### config.mk
export PLATFORM = sky130hd
export DESIGN_NAME = serial_frame_receiver_flat
export DESIGN_NICKNAME = d
export VERILOG_FILES = /design/src/rtl/rx_pkg.sv /design/src/rtl/serial_frame_receiver_if.sv /design/src/rtl/serial_shift_in.sv /design/src/rtl/serial_frame_receiver.sv /design/src/flat_wrapper.sv
export SDC_FILE = /design/constraint.sdc
export NUM_CORES = 1
export LEC_CHECK = 0
export ABC_AREA = 1
export CAP_MARGIN = 10
export CORE_ASPECT_RATIO = 0.6
export CORE_MARGIN = 2
export CORE_UTILIZATION = 40
export CTS_CLUSTER_SIZE = 10
export DETAILED_ROUTE_END_ITERATION = 6
export SLEW_MARGIN = 20
export SYNTH_ARGS = -nofsm -noshare
export SYNTH_HDL_FRONTEND = slang
export SYNTH_SLANG_ARGS = --single-unit
### constraint.sdc
create_clock -name clk -period 1.9 [get_ports clk]
set_clock_uncertainty 0.05 [all_clocks]
set_input_delay 0.38 -clock clk [delete_from_list [all_inputs] [get_ports clk]]
set_output_delay 0.38 -clock clk [all_outputs]
set_load 0.02 [all_outputs]
### src/rtl/rx_pkg.sv
// Shared types and defaults for the serial frame receiver.
package rx_pkg;

    typedef enum logic [1:0] {
        ST_HUNT  = 2'd0,
        ST_DATA  = 2'd1,
        ST_CHECK = 2'd2
    } rx_state_e;

    localparam int unsigned            DEF_SYNC_LEN     = 4;
    localparam logic [DEF_SYNC_LEN-1:0] DEF_SYNC_PATTERN = 4'b1101;

endpackage

### src/rtl/serial_frame_receiver_if.sv
// Serial input and parallel result signals of the frame receiver.
interface serial_frame_receiver_if #(
    parameter int unsigned WIDTH = 4,
    parameter int unsigned CNT_W = 8
);

    logic             bit_in;
    logic             bit_valid;
    logic [WIDTH-1:0] word_out;
    logic             word_valid;
    logic             sync_lock;
    logic             sync_err;
    logic [CNT_W-1:0] frame_cnt;

    modport master (
        output bit_in, bit_valid,
        input  word_out, word_valid, sync_lock, sync_err, frame_cnt
    );

    modport slave (
        input  bit_in, bit_valid,
        output word_out, word_valid, sync_lock, sync_err, frame_cnt
    );

endinterface

### src/rtl/serial_shift_in.sv
// N-bit MSB-first shift-in register; new bit enters at the LSB.
module serial_shift_in #(
    parameter int unsigned N = 4
) (
    input  logic         clk,
    input  logic         rst,
    input  logic         en,
    input  logic         clr,
    input  logic         din,
    output logic [N-1:0] q
);

    always_ff @(posedge clk or posedge rst) begin
        if (rst) begin
            q <= '0;
        end else if (clr) begin
            q <= '0;
        end else if (en) begin
            q <= N'({q, din});
        end
    end

endmodule

### src/rtl/serial_frame_receiver.sv
// Sync-word hunting serial-to-parallel receiver with periodic sync re-check.
module serial_frame_receiver
    import rx_pkg::*;
#(
    parameter int unsigned         WIDTH        = 4,
    parameter int unsigned         SYNC_LEN     = DEF_SYNC_LEN,
    parameter logic [SYNC_LEN-1:0] SYNC_PATTERN = DEF_SYNC_PATTERN,
    parameter int unsigned         FRAME_WORDS  = 2,
    parameter int unsigned         CNT_W        = 8
) (
    input logic                    clk,
    input logic                    rst,
    serial_frame_receiver_if.slave bus
);

    localparam int unsigned BIT_W  = $clog2(WIDTH + 1);
    localparam int unsigned WORD_W = $clog2(FRAME_WORDS + 1);
    localparam int unsigned SYNC_W = $clog2(SYNC_LEN + 1);

    rx_state_e           state_q, state_d;
    logic [BIT_W-1:0]    bit_cnt_q, bit_cnt_d;
    logic [WORD_W-1:0]   word_cnt_q, word_cnt_d;
    logic [SYNC_W-1:0]   chk_cnt_q, chk_cnt_d;
    logic [SYNC_W-1:0]   fill_q, fill_d;
    logic                chk_err_q, chk_err_d;
    logic [SYNC_LEN-1:0] chk_pat_q, chk_pat_d;
    logic                chk_bad;

    logic [WIDTH-1:0]    word_out_q, word_out_d;
    logic                word_valid_q, word_valid_d;
    logic                sync_lock_q;
    logic                sync_err_q, sync_err_d;
    logic [CNT_W-1:0]    frame_cnt_q, frame_cnt_d;

    logic                win_en, win_clr, data_en, data_clr;
    logic [SYNC_LEN-1:0] win_q, win_next;
    logic [WIDTH-1:0]    data_q, data_next;

    // Both views include the bit being sampled this edge (zero-latency decisions).
    assign win_next  = SYNC_LEN'({win_q, bus.bit_in});
    assign data_next = WIDTH'({data_q, bus.bit_in});
    assign data_clr  = (state_q != ST_DATA);

    serial_shift_in #(.N(SYNC_LEN)) u_sync_win (
        .clk (clk),
        .rst (rst),
        .en  (win_en),
        .clr (win_clr),
        .din (bus.bit_in),
        .q   (win_q)
    );

    serial_shift_in #(.N(WIDTH)) u_data_reg (
        .clk (clk),
        .rst (rst),
        .en  (data_en),
        .clr (data_clr),
        .din (bus.bit_in),
        .q   (data_q)
    );

    always_comb begin
        state_d      = state_q;
        bit_cnt_d    = bit_cnt_q;
        word_cnt_d   = word_cnt_q;
        chk_cnt_d    = chk_cnt_q;
        fill_d       = fill_q;
        chk_err_d    = chk_err_q;
        chk_pat_d    = chk_pat_q;
        chk_bad      = 1'b0;
        word_out_d   = word_out_q;
        word_valid_d = 1'b0;
        sync_err_d   = 1'b0;
        frame_cnt_d  = frame_cnt_q;
        win_en       = 1'b0;
        win_clr      = 1'b0;
        data_en      = 1'b0;

        case (state_q)
            ST_HUNT: begin
                if (bus.bit_valid) begin
                    win_en = 1'b1;
                    if (fill_q != SYNC_W'(SYNC_LEN)) begin
                        fill_d = fill_q + SYNC_W'(1);
                    end
                    if ((fill_d == SYNC_W'(SYNC_LEN)) && (win_next == SYNC_PATTERN)) begin
                        state_d    = ST_DATA;
                        bit_cnt_d  = '0;
                        word_cnt_d = '0;
                    end
                end
            end

            ST_DATA: begin
                if (bus.bit_valid) begin
                    data_en = 1'b1;
                    if (bit_cnt_q == BIT_W'(WIDTH - 1)) begin
                        word_out_d   = data_next;
                        word_valid_d = 1'b1;
                        bit_cnt_d    = '0;
                        if (word_cnt_q == WORD_W'(FRAME_WORDS - 1)) begin
                            state_d    = ST_CHECK;
                            word_cnt_d = '0;
                            chk_cnt_d  = '0;
                            chk_err_d  = 1'b0;
                            chk_pat_d  = SYNC_PATTERN;
                        end else begin
                            word_cnt_d = word_cnt_q + WORD_W'(1);
                        end
                    end else begin
                        bit_cnt_d = bit_cnt_q + BIT_W'(1);
                    end
                end
            end

            ST_CHECK: begin
                if (bus.bit_valid) begin
                    // Expected bit is always the MSB of a pattern copy shifted left per bit.
                    chk_bad   = chk_err_q | (bus.bit_in != chk_pat_q[SYNC_LEN-1]);
                    chk_pat_d = chk_pat_q << 1;
                    if (chk_cnt_q == SYNC_W'(SYNC_LEN - 1)) begin
                        chk_cnt_d  = '0;
                        chk_err_d  = 1'b0;
                        bit_cnt_d  = '0;
                        word_cnt_d = '0;
                        if (chk_bad) begin
                            state_d    = ST_HUNT;
                            sync_err_d = 1'b1;
                            fill_d     = '0;
                            win_clr    = 1'b1;
                        end else begin
                            state_d     = ST_DATA;
                            frame_cnt_d = frame_cnt_q + CNT_W'(1);
                        end
                    end else begin
                        chk_cnt_d = chk_cnt_q + SYNC_W'(1);
                        chk_err_d = chk_bad;
                    end
                end
            end

            default: begin
                state_d    = ST_HUNT;
                fill_d     = '0;
                bit_cnt_d  = '0;
                word_cnt_d = '0;
                chk_cnt_d  = '0;
                chk_err_d  = 1'b0;
                win_clr    = 1'b1;
            end
        endcase
    end

    always_ff @(posedge clk or posedge rst) begin
        if (rst) begin
            state_q      <= ST_HUNT;
            bit_cnt_q    <= '0;
            word_cnt_q   <= '0;
            chk_cnt_q    <= '0;
            fill_q       <= '0;
            chk_err_q    <= 1'b0;
            chk_pat_q    <= '0;
            word_out_q   <= '0;
            word_valid_q <= 1'b0;
            sync_lock_q  <= 1'b0;
            sync_err_q   <= 1'b0;
            frame_cnt_q  <= '0;
        end else begin
            state_q      <= state_d;
            bit_cnt_q    <= bit_cnt_d;
            word_cnt_q   <= word_cnt_d;
            chk_cnt_q    <= chk_cnt_d;
            fill_q       <= fill_d;
            chk_err_q    <= chk_err_d;
            chk_pat_q    <= chk_pat_d;
            word_out_q   <= word_out_d;
            word_valid_q <= word_valid_d;
            sync_lock_q  <= (state_d == ST_DATA) || (state_d == ST_CHECK);
            sync_err_q   <= sync_err_d;
            frame_cnt_q  <= frame_cnt_d;
        end
    end

    assign bus.word_out   = word_out_q;
    assign bus.word_valid = word_valid_q;
    assign bus.sync_lock  = sync_lock_q;
    assign bus.sync_err   = sync_err_q;
    assign bus.frame_cnt  = frame_cnt_q;

endmodule

### src/flat_wrapper.sv
// flat-port wrapper written by rule: the top's interface ports become plain ports
module serial_frame_receiver_flat import rx_pkg::*;
#(
    parameter int unsigned         WIDTH        = 4,
    parameter int unsigned         SYNC_LEN     = DEF_SYNC_LEN,
    parameter logic [SYNC_LEN-1:0] SYNC_PATTERN = DEF_SYNC_PATTERN,
    parameter int unsigned         FRAME_WORDS  = 2,
    parameter int unsigned         CNT_W        = 8
)
  (clk, rst, bus_bit_in, bus_bit_valid, bus_word_out, bus_word_valid, bus_sync_lock, bus_sync_err, bus_frame_cnt);
  serial_frame_receiver_if #(.WIDTH(WIDTH), .CNT_W(CNT_W)) bus_i ();
  input logic clk;
  input logic rst;
  input wire logic [$bits(bus_i.bit_in)-1:0] bus_bit_in;
  input wire logic [$bits(bus_i.bit_valid)-1:0] bus_bit_valid;
  output wire logic [$bits(bus_i.word_out)-1:0] bus_word_out;
  output wire logic [$bits(bus_i.word_valid)-1:0] bus_word_valid;
  output wire logic [$bits(bus_i.sync_lock)-1:0] bus_sync_lock;
  output wire logic [$bits(bus_i.sync_err)-1:0] bus_sync_err;
  output wire logic [$bits(bus_i.frame_cnt)-1:0] bus_frame_cnt;
  assign bus_i.bit_in = bus_bit_in;
  assign bus_i.bit_valid = bus_bit_valid;
  assign bus_word_out = bus_i.word_out;
  assign bus_word_valid = bus_i.word_valid;
  assign bus_sync_lock = bus_i.sync_lock;
  assign bus_sync_err = bus_i.sync_err;
  assign bus_frame_cnt = bus_i.frame_cnt;
  serial_frame_receiver #(.WIDTH(WIDTH), .SYNC_LEN(SYNC_LEN), .SYNC_PATTERN(SYNC_PATTERN), .FRAME_WORDS(FRAME_WORDS), .CNT_W(CNT_W)) u_core (.clk(clk), .rst(rst), .bus(bus_i));
endmodule
==> impl_metrics.json <==
{
  "drcViolationCount": 0,
  "holdBufCountCts": 0,
  "fin_cells": 325,
  "required_ns": 1.47,
  "cp-start-kind": "flop",
  "period_share_pct": 93.5,
  "worstMarginPinSlew_ns": 0.332,
  "start_util_pct": 42.0,
  "pin_count": 19,
  "syn_area_per_cell_um2": 8.61,
  "worstReg2RegEnd": "u_core.bit_cnt_q[2]$_DFFE_PP0P_",
  "grt_usage_pct": 15.6,
  "insertion_delay_ns": 0.28,
  "coreArea_um2": 4640,
  "cts_tree": "built",
  "cts.clk_slew.worst_paths_ns": 0.07,
  "netSwitchingPower_w": 0.00102,
  "vias": 1481,
  "grt_pass1_wl_mm": 6.55,
  "r2r-start": "u_core.fill_q[0]$_DFFE_PP0P_",
  "cts_setup_buffers": 0,
  "endpoint_kind": "output pin",
  "status": "completed",
  "critical_path.max_stage_delay_ns": 0.63,
  "cts_resized": 0,
  "die_height_um": 58.0,
  "rr_worst_depth": 10,
  "setup_viol": 0,
  "syn-cell-area_um2": 1950,
  "die_area_um2": 5460,
  "wl_per_cell_um": 11.5,
  "gp_congestion": 0.785,
  "fin_tns_setup_ns": 0,
  "viasPerCell": 4.56,
  "r2r_setup_slack_ns": 0.25,
  "p_int_w": 0.00174,
  "synth_nets": 235,
  "synth.top_cells.by_area": "dfrtp_1, nand2_1, inv_1",
  "dr.pass1.iters": 4,
  "fp.dieW_um": 94.1,
  "final_nets": 271,
  "switching_share_pct": 37.0,
  "min_path_type": "in -> async",
  "slew_violations": 0,
  "grt_pass1_vias": 1389,
  "synth.top_cell.area_share_pct": 50.1,
  "dp_cells": 318,
  "area_growth_pct": 22.7,
  "startpoint": "u_core.bus.frame_cnt[4]$_DFFE_PP0P_",
  "worst_path_max_delay_cell": "clkdlybuf4s50_1",
  "grt_max_degree": 40,
  "worst_ep_arrival_time_ns": 1.35,
  "rsz0062_at_grt": "false",
  "grt-busiest-layer": "met1",
  "min_period_ns": 1.78,
  "antennaDiodeCount": 0,
  "cts_sinks": 39,
  "cp_top_family": "buffers and inverters",
  "crit_buf_inv": 1,
  "finalHoldViolations": 0,
  "use_met1_pct": 25.2,
  "cts_buffer_depth": 2,
  "synthCells": 226,
  "yosysTopAreaCell": "dfrtp_1",
  "path_class": "reg -> out",
  "pwr-share-comb_pct": 37.2,
  "ant_nets": 0,
  "numCtsBuffers": 5,
  "ir_drop_mv": 0.688,
  "ys_seq_area_share_pct": 50.1,
  "power.share.clock_pct": 20.1,
  "port_buffers": 18,
  "drive_above_1_share_pct": 18.3,
  "grt_overflow_total": 0,
  "design_power_total_w": 0.00276,
  "use_met3_pct": 4.42,
  "yosys_register_bits": 39,
  "h-tree-depth": 2,
  "synth.distinct_cells": 26,
  "relSlewSlack_pct": 77.8,
  "grtUsageMet2_pct": 19.9,
  "power_frac_seq_pct": 42.7,
  "cap_viol_max_count": 0,
  "p_leak_nw": 1.22,
  "hpwl_mm": 2.76,
  "p_per_area_nw_per_um2": 1160,
  "grt_antenna_before_repair": 0,
  "fmax_mhz": 563,
  "first_iter_violations": 48,
  "rows": 19,
  "wl_mm": 3.72,
  "yosysWarnings": 0,
  "path_cells": "clkdlybuf4s50_1",
  "path_max_fanout": 6,
  "cts-root-buf": "clkbuf_8"
}
## registers in the layout (all words and copies together), names as in the netlist
signal / flops
u_core.bus.frame_cnt: 8
u_core.bus.word_valid: 1
u_core.chk_pat_q: 4
u_core.bus.sync_err: 1
u_core.bus.word_out: 4
u_core.u_data_reg.q: 3
u_core.bus.sync_lock: 1
u_core.chk_cnt_q: 3
u_core.u_sync_win.q: 3
u_core.chk_err_q: 1
u_core.fill_q: 3
u_core.word_cnt_q: 2
u_core.state_q: 2
u_core.bit_cnt_q: 3
## through the flow
stage | worst slack [ns] | util [%] | cell area [um2] | hold WS (ns)
6_report | 0.123 | 51.5 | 2390 | 0.392
5_1_grt | 0.0347 | 51.5 | 2390 | 0.435
4_1_cts | 0.108 | 51.5 | 2390 | 0.410
3_5_place_dp | 0.0224 | 49.6 | 2300 | 0.409
3_3_place_gp | 0.0307 | 49.6 | 2300 | 0.411
2_1_floorplan | 0.368 | - | 1950 | 0.392
## cell families (layout without fill, tap and decap cells)
logic type | after synthesis | after routing | share of synthesized area [%]
flops | 39 | 39 | 50.1
buf+inv | 35 | 71 | 6.75
simple gates | 120 | 120 | 29.9
compound gates | 17 | 17 | 5.01
mux | 4 | 4 | 2.31
xor+xnor | 6 | 6 | 2.70
fa+ha+maj | 5 | 5 | 3.21
## area by class of cell
| cell class | count | area (um2) |
|---|---|---|
| Inverter | 35 | 131 |
| Clock inverter | 1 | 5.00 |
| Clock buffer | 6 | 82.6 |
| Sequential cell | 39 | 976 |
| Timing Repair Buffer | 29 | 275 |
| Multi-Input combinational cell | 152 | 840 |
| Fill cell | 441 | 2250 |
| Tap cell | 63 | 78.8 |
## cells in the mapped netlist, drive strengths merged
library cell and number:
nand2 71, dfrtp 39, inv 35, nor2 22, nand3 15, nand4 9, o21ai 9, a21oi 5
ha 5, mux2 4, nor3 3, xnor2 3, xor2 3, o22ai 2, a21boi 1
## metal layers
layer  vias to the layer above  share of wire, %
met4                         0              0.73
met1                       675                58
met5                         -                 0
met3                         2               3.9
li1                        784                 -
met2                        20                37
## cells in the final DEF, fill, tap and decap left out, types with 2 or more instances in the layout
cell type / instances
nand3_1: 13
nor2_1: 15
clkdlybuf4s50_1: 18
nor2_4: 3
nor2_2: 4
nor3_1: 2
ha_1: 5
a21oi_1: 4
nand2_1: 63
xor2_1: 3
xnor2_1: 3
nand4_1: 9
o22ai_1: 2
o21ai_0: 5
dfrtp_1: 39
o21ai_1: 3
clkbuf_8: 6
inv_1: 29
mux2_2: 4
inv_2: 6
nand2_2: 7
buf_4: 10
## worst max-delay path by stage
| stage | end | depth (start not counted) |
|---|---|---|
| 2_1_floorplan | u_core.bit_cnt_q[0]$_DFFE_PP0P_ | 10 |
| 3_3_place_gp | u_core.bus.frame_cnt[4]$_DFFE_PP0P_ | 10 |
| 3_5_place_dp | u_core.bus.frame_cnt[3]$_DFFE_PP0P_ | 7 |
| 4_1_cts | bus_frame_cnt[4] | 1 |
| 5_1_grt | u_core.bit_cnt_q[1]$_DFFE_PP0P_ | 10 |
| 6_report | bus_frame_cnt[4] | 1 |
## power groups by stage
stage	clock network [W]	registers, W	logic [W]
detailed placement	0	0.00119	0.00103
CTS	0.000578	0.00118	0.00103
floorplan	0	0.00123	0.000655
global route	0.000620	0.00121	0.00118
global placement	0	0.00119	0.00102
finish	0.000554	0.00118	0.00103
No activity file was read; power rests on OpenSTA's default activity.
